## config.mk

```make
export PLATFORM = sky130hd
export DESIGN_NAME = std_setbit_scanner
export DESIGN_NICKNAME = d
export VERILOG_FILES = /design/src/rtl/std_setbit_scanner.sv
export SDC_FILE = /design/constraint.sdc
export NUM_CORES = 1
export LEC_CHECK = 0
export ABC_AREA = 1
export CAP_MARGIN = 40
export CELL_PAD_IN_SITES_DETAIL_PLACEMENT = 1
export CELL_PAD_IN_SITES_GLOBAL_PLACEMENT = 1
export CORE_MARGIN = 8
export CORE_UTILIZATION = 30
export DETAILED_ROUTE_END_ITERATION = 6
export GPL_TIMING_DRIVEN = 0
export PLACE_DENSITY = 0.79
export SYNTH_ARGS = -nofsm -noshare
export SYNTH_HDL_FRONTEND = slang
export SYNTH_SLANG_ARGS = --single-unit
```

## constraint.sdc

```tcl
create_clock -name i_clk -period 1.7 [get_ports i_clk]
set_clock_uncertainty 0.2 [all_clocks]
set_input_delay 0.255 -clock i_clk [delete_from_list [all_inputs] [get_ports i_clk]]
set_output_delay 0.255 -clock i_clk [all_outputs]
set_load 0.1 [all_outputs]
```

## src/rtl/std_setbit_scanner.sv

```systemverilog
// rtl/std_setbit_scanner.sv - sequential set-bit enumerator, one set-bit index per beat, LSB first
//
// Accepts a W-bit vector over a valid/ready handshake, then emits one beat per
// set bit carrying the bit position and a running 1-based ordinal. An all-zero
// vector yields a single beat flagged empty.
//
// Ports:
//   i_clk    - clock, all state updates on the rising edge
//   i_rst_n  - synchronous active-low reset
//   i_valid  - input vector valid
//   o_ready  - block can accept a vector (idle and out of reset)
//   i_data   - vector to scan
//   o_valid  - output beat valid
//   i_ready  - downstream accepts the beat
//   o_index  - bit position of the current set bit
//   o_count  - 1-based ordinal of the current beat, 0 on an empty beat
//   o_last   - final beat of the current vector
//   o_empty  - input vector was all zeros

module std_setbit_scanner #(
    parameter  int W    = 16,
    localparam int IDXW = (W > 1) ? $clog2(W) : 1,
    localparam int CW   = (W > 1) ? $clog2(W) + 1 : 1
) (
    input  logic            i_clk,
    input  logic            i_rst_n,
    input  logic            i_valid,
    output logic            o_ready,
    input  logic [W-1:0]    i_data,
    output logic            o_valid,
    input  logic            i_ready,
    output logic [IDXW-1:0] o_index,
    output logic [CW-1:0]   o_count,
    output logic            o_last,
    output logic            o_empty
);

    typedef enum logic {
        IDLE = 1'b0,
        SCAN = 1'b1
    } state_t;

    state_t          state;
    logic [W-1:0]    work;     // bits still to be reported
    logic [CW-1:0]   ordinal;  // beats already accepted for this vector
    logic            empty;

    logic [IDXW-1:0] low_idx;
    logic [W-1:0]    work_next;
    logic            beat_last;

    // Clearing the lowest set bit both advances the scan and tells us whether
    // more than one bit remains (nonzero result means another beat follows).
    assign work_next = work & (work - W'(1));
    assign beat_last = (work_next == '0);

    // Lowest set bit wins: scan from the top so lower positions overwrite.
    always_comb begin
        low_idx = '0;
        for (int i = W - 1; i >= 0; i--) begin
            if (work[i]) begin
                low_idx = IDXW'(i);
            end
        end
    end

    always_ff @(posedge i_clk) begin
        if (!i_rst_n) begin
            state   <= IDLE;
            work    <= '0;
            ordinal <= '0;
            empty   <= 1'b0;
        end else begin
            case (state)
                IDLE: begin
                    if (i_valid) begin
                        work    <= i_data;
                        ordinal <= '0;
                        empty   <= (i_data == '0);
                        state   <= SCAN;
                    end
                end
                SCAN: begin
                    if (i_ready) begin
                        work    <= work_next;
                        ordinal <= ordinal + CW'(1);
                        if (beat_last) begin
                            state <= IDLE;
                        end
                    end
                end
                default: state <= IDLE;
            endcase
        end
    end

    // Payload is a pure function of registers, so it is stable across stalls
    // and has no path from i_valid/i_data. o_ready is gated by reset so no
    // vector is offered acceptance while reset is held.
    assign o_ready = i_rst_n && (state == IDLE);
    assign o_valid = (state == SCAN);
    assign o_index = low_idx;
    assign o_count = empty ? '0 : (ordinal + CW'(1));
    assign o_last  = beat_last;
    assign o_empty = empty;

endmodule
```

======== Word level (Yosys, flattened, before mapping) ========
Index checks and enable logic that the tools add are counted.
storage, ports and cells
  flip-flop bits (word level) ............. 23
  input port bits ......................... 20
  output and inout bits ................... 13
  word-level logic and storage cells ...... 42
operators by class
  $add $sub $neg .......................... 2
  equality and inequality tests ........... 2
  multiplexer cells ....................... 27
  bitwise logic cells ..................... 2
  reduce and logical (&&, ||, !) cells .... 5
operators with widths
  kind                                                 number
  2-to-1 mux 4 bit                                     16
  zero test 16 bit                                     2
  2-to-1 mux 16 bit                                    2
  one-hot mux 16 bit (2 select lines)                  1
  bitwise AND 16 bit                                   1
  subtractor 16 x 1 -> 16 bit (second input constant)  1
  2-to-1 mux 5 bit                                     3
  one-hot mux 5 bit (2 select lines)                   1
  adder 5 x 1 -> 5 bit (second input constant)         1
  != test 2 bit (second input constant)                2
  AND reduction 2 bit                                  2
  2-to-1 mux 1 bit                                     3
  one-hot mux 1 bit (2 select lines)                   1
  logical AND 1 bit                                    1
  NOT 1 bit                                            1

======== Depth between registers and ports, before layout ========
  word-level depth ........................ 16
  depth in mapped cells ................... 15
  depth with buffers taken out ............ 15

======== Worst setup path after synthesis ========
OpenSTA, ideal clock, no wires.
  kind .................................... register -> output
  from .................................... reg work[12]
  to ...................................... out o_index[1]
  arrival ................................. 3029 ps
  data required time ...................... 1245 ps
  slack ................................... -1784 ps
  cell stages (with the launch flop) ...... 8
  path buffers ............................ 0
  cells stage by stage .................... dfxtp_1 > nor2_1 > inv_1 > o21ai_0 > nand2_1 > nand2_1 > nand2_1 > a21boi_0
between the ends
  cells in the longest elaborated chain, start to end .. 13
RTL lines
  item                            RTL line  source
  start, declared                 44        logic [W-1:0] work;
  start signal, assigned          77        work <= i_data;
  start signal, assigned          85        work <= work_next;
  2-to-1 mux 4 bit (13 in a row)  61        if (work[i]) begin
  end, declared                   32        output logic [IDXW-1:0] o_index,
Every way passes these cells.

======== Worst setup path after layout ========
  from .................................... reg work[1]
  to ...................................... out o_last
between the ends
  cells in the longest elaborated chain, start to end .. 3
RTL lines
  item                         RTL line  source
  subtractor 16 x 1 -> 16 bit  54        assign work_next = work & (work - W'(1));
  bitwise AND 16 bit *         54
  zero test 16 bit *           55        assign beat_last = (work_next == '0);
  end, declared                34        output logic o_last,
Mark *: on every way between the ends. The rest lies on a longest branch, timed or not.

==> flow_summary.toml <==
[layout]
final_cell_mix = "nand2_1, inv_1, o21ai_0, buf_4, clkdlybuf4s50_1"
final_common_cell = "nand2_1"
layout-drive-gt1-share = 0.403
stdcell_count = 360
area_growth_pct = 72.6
insertedDiodeCount = 0
final_nets = 315

[worst_setup_path]
rrSetupSlack_ps = -310
path_class = "reg -> out"
cp-end-kind = "primary output"
worstPathMaxFanout = 4
cp.arrival_ps = 1970
cp.required_ps = 1240
critPathLaunchType = "flip-flop"

[grt]
grt_antenna_before_repair = 0
gr-usage-all-layers = 0.166
grt-ovfl-total = 0
grt_pass1_vias = 1988
grt_pass1_wl_mm = 9.81
grt_max_degree = 13

[synthesis]
syn_inst = 235
yosys.area_share.simple = 0.333
synth_compound_area_frac = 0.213
seq_area_frac_synth = 0.311
ys_seq_elements = 23
synth_edf_count = 0
synth_fp_nets = 256
syn-cell-area_um2 = 1480
synthFlopType = "dfxtp_1"
syn_avg_cell_area_um2 = 6.30
ys_types = 30
muxShareOfSynthArea = 0
ys_warn_count = 0
synth_fa_ha_area_frac = 0.00845
async_flop_share = 0
synth_top_family_by_area = "simple AND/OR/NAND/NOR gates"
synth-xor-area-share = 0.0178

[floorplanning]
die_area_um2 = 7440
start_util = 0.311
io_pins = 33
core.rowCount = 25
core-area_um2 = 4750
die_w_um = 86.2
die-height_um = 86.2

[drt]
postRouteAntennaNets = 0
wl_met3_um = 193
drt-wirelength-per-cell_um = 17.3
dr.pass1.iters = 4
viasPerCell = 4.94
vias = 1778
routed_wl_mm = 6.21
met2_length_mm = 3.35
drc_errors = 0
drt-met1-wl_mm = 2.54
initialDrtViolationCount = 57
top_layer = "met4"

[pwr]
finalPower_uw = 2190
power.switching_uw = 983
vdd_drop_max_v = 0.000651
pwr-share-clk = 0.167
power.share.combinational = 0.535
power_frac_seq = 0.298
intPower_uw = 1200
swShare = 0.449
p_leak_uw = 0.00111
power_density_nw_per_um2 = 856

[sta]
period_share = 1.43
fmax_mhz = 412
rsz0062_at_grt = "true"
whs_ps = 119
setup-violations-final = 9
slew_violations = 0
max_slew_margin = 0.622
tns_ps = -2960
finalWorstSetupSlack_ps = -729
hold_viol_final = 0
worstMarginPinSlew_ps = 566
finalCriticalPeriod_ps = 2430

[clocking]
cts_max_level = 1
cts_buffers = 3
postCtsHoldBufs = 0
cts_tree = "built"
path_clk_slew_ps = 100
insertion_delay_ps = 280
numClockSinks = 23
clockBufferDepth = 2
cts_root_buffer = "clkbuf_8"

[placed_design]
dp_slack_ps = -980
place.gp.congestion = 0.789
post-dp-hpwl_mm = 4.15
place.port_buffers = 31
numPlacedInstances = 346

[hold_path]
hold_class = "in -> reg"

[run_status]
failed_checks = "setup timing"
status = "finished with violations"

[flow_run]
maxCapViolCount = 0
==> layer usage <==
metal	track usage	vias to the layer above
li1	-	879
met1	0.188	855
met2	0.299	35
met3	0.0321	9
met4	0.0626	0
met5	0	-
==> area by class of cell <==
| cell class | instances | area (µm²) |
|---|---|---|
| plain buffers | 8 | 45.0 |
| multi-input cells | 167 | 1100 |
| inverters | 37 | 145 |
| repair buffers | 54 | 626 |
| well taps | 67 | 83.8 |
| clock buffers | 4 | 45.0 |
| flip-flops and latches | 23 | 505 |
| fillers | 578 | 2200 |
==> synth_stat cells (3+ instances only) <==
master    instances  area share
a21oi_1          18       0.061
buf_2             3       0.010
clkbuf_1          5       0.013
dfxtp_1          23        0.31
inv_1            33       0.084
inv_2             4       0.010
nand2_1          61        0.15
nand3_1           8       0.027
nor2_1           18       0.046
nor2_2            4       0.017
nor2_4            3       0.023
nor4_1            4       0.017
o211ai_1          9       0.046
o21ai_0          19       0.064
o21ai_1           3       0.010
==> cells by family after synthesis <==
group                      after synthesis
buffers and inverters                   45
adders and majority gates                1
and+or+nand+nor                        108
AOI/OAI and AO/OA                       55
xor gates and xnor gates                 3
DFF                                     23
==> through the flow <==
stage	utilization	area [µm²]
global route	0.537	2550
floorplan	-	1630
detailed placement	0.466	2210
CTS	0.514	2440
finish	0.537	2550
global placement	0.425	2020
==> final timing paths <==
| path | end | start | cells past startpoint |
|---|---|---|---|
| max | o_last | work[1] | 9 |
| min | work[13] | i_rst_n | 3 |
| max reg2reg | o_valid | work[1] | 10 |
| min reg2reg | ordinal[4] | ordinal[4] | 2 |
==> power groups by stage <==
stage                     clock network [µW]  logic [µW]  registers (µW)
after global placement                     0         884             657
after CTS                                374        1110             644
after detailed placement                   0        1020             660
after floorplan                            0         655             672
after global routing                     394        1250             658
final                                    365        1170             652
==> sequential cells by signal, summed over array words and instances, names as in the netlist <==
| signal | count |
|---|---|
| o_valid | 1 |
| work | 16 |
| ordinal | 5 |
| o_empty | 1 |
==> worst max-delay path, stage by stage (launching register included) <==
cell and delay [ps]:
dfxtp_2 360, nor2_4 170, buf_4 140, nand3_1 110
nor2_1 140, a21boi_1 150, nor3b_2 230, nand3_2 130
clkinvlp_4 110, buf_12 160
==> timing repair <==
item / CTS / global route
hold endpoints to repair: 0 / 0
setup buffers: 18 / 4
resized for setup: 46 / 24
setup endpoints to repair: 14 / 29
pin swaps: 20 / 9
No activity file was read; power rests on OpenSTA's default activity.
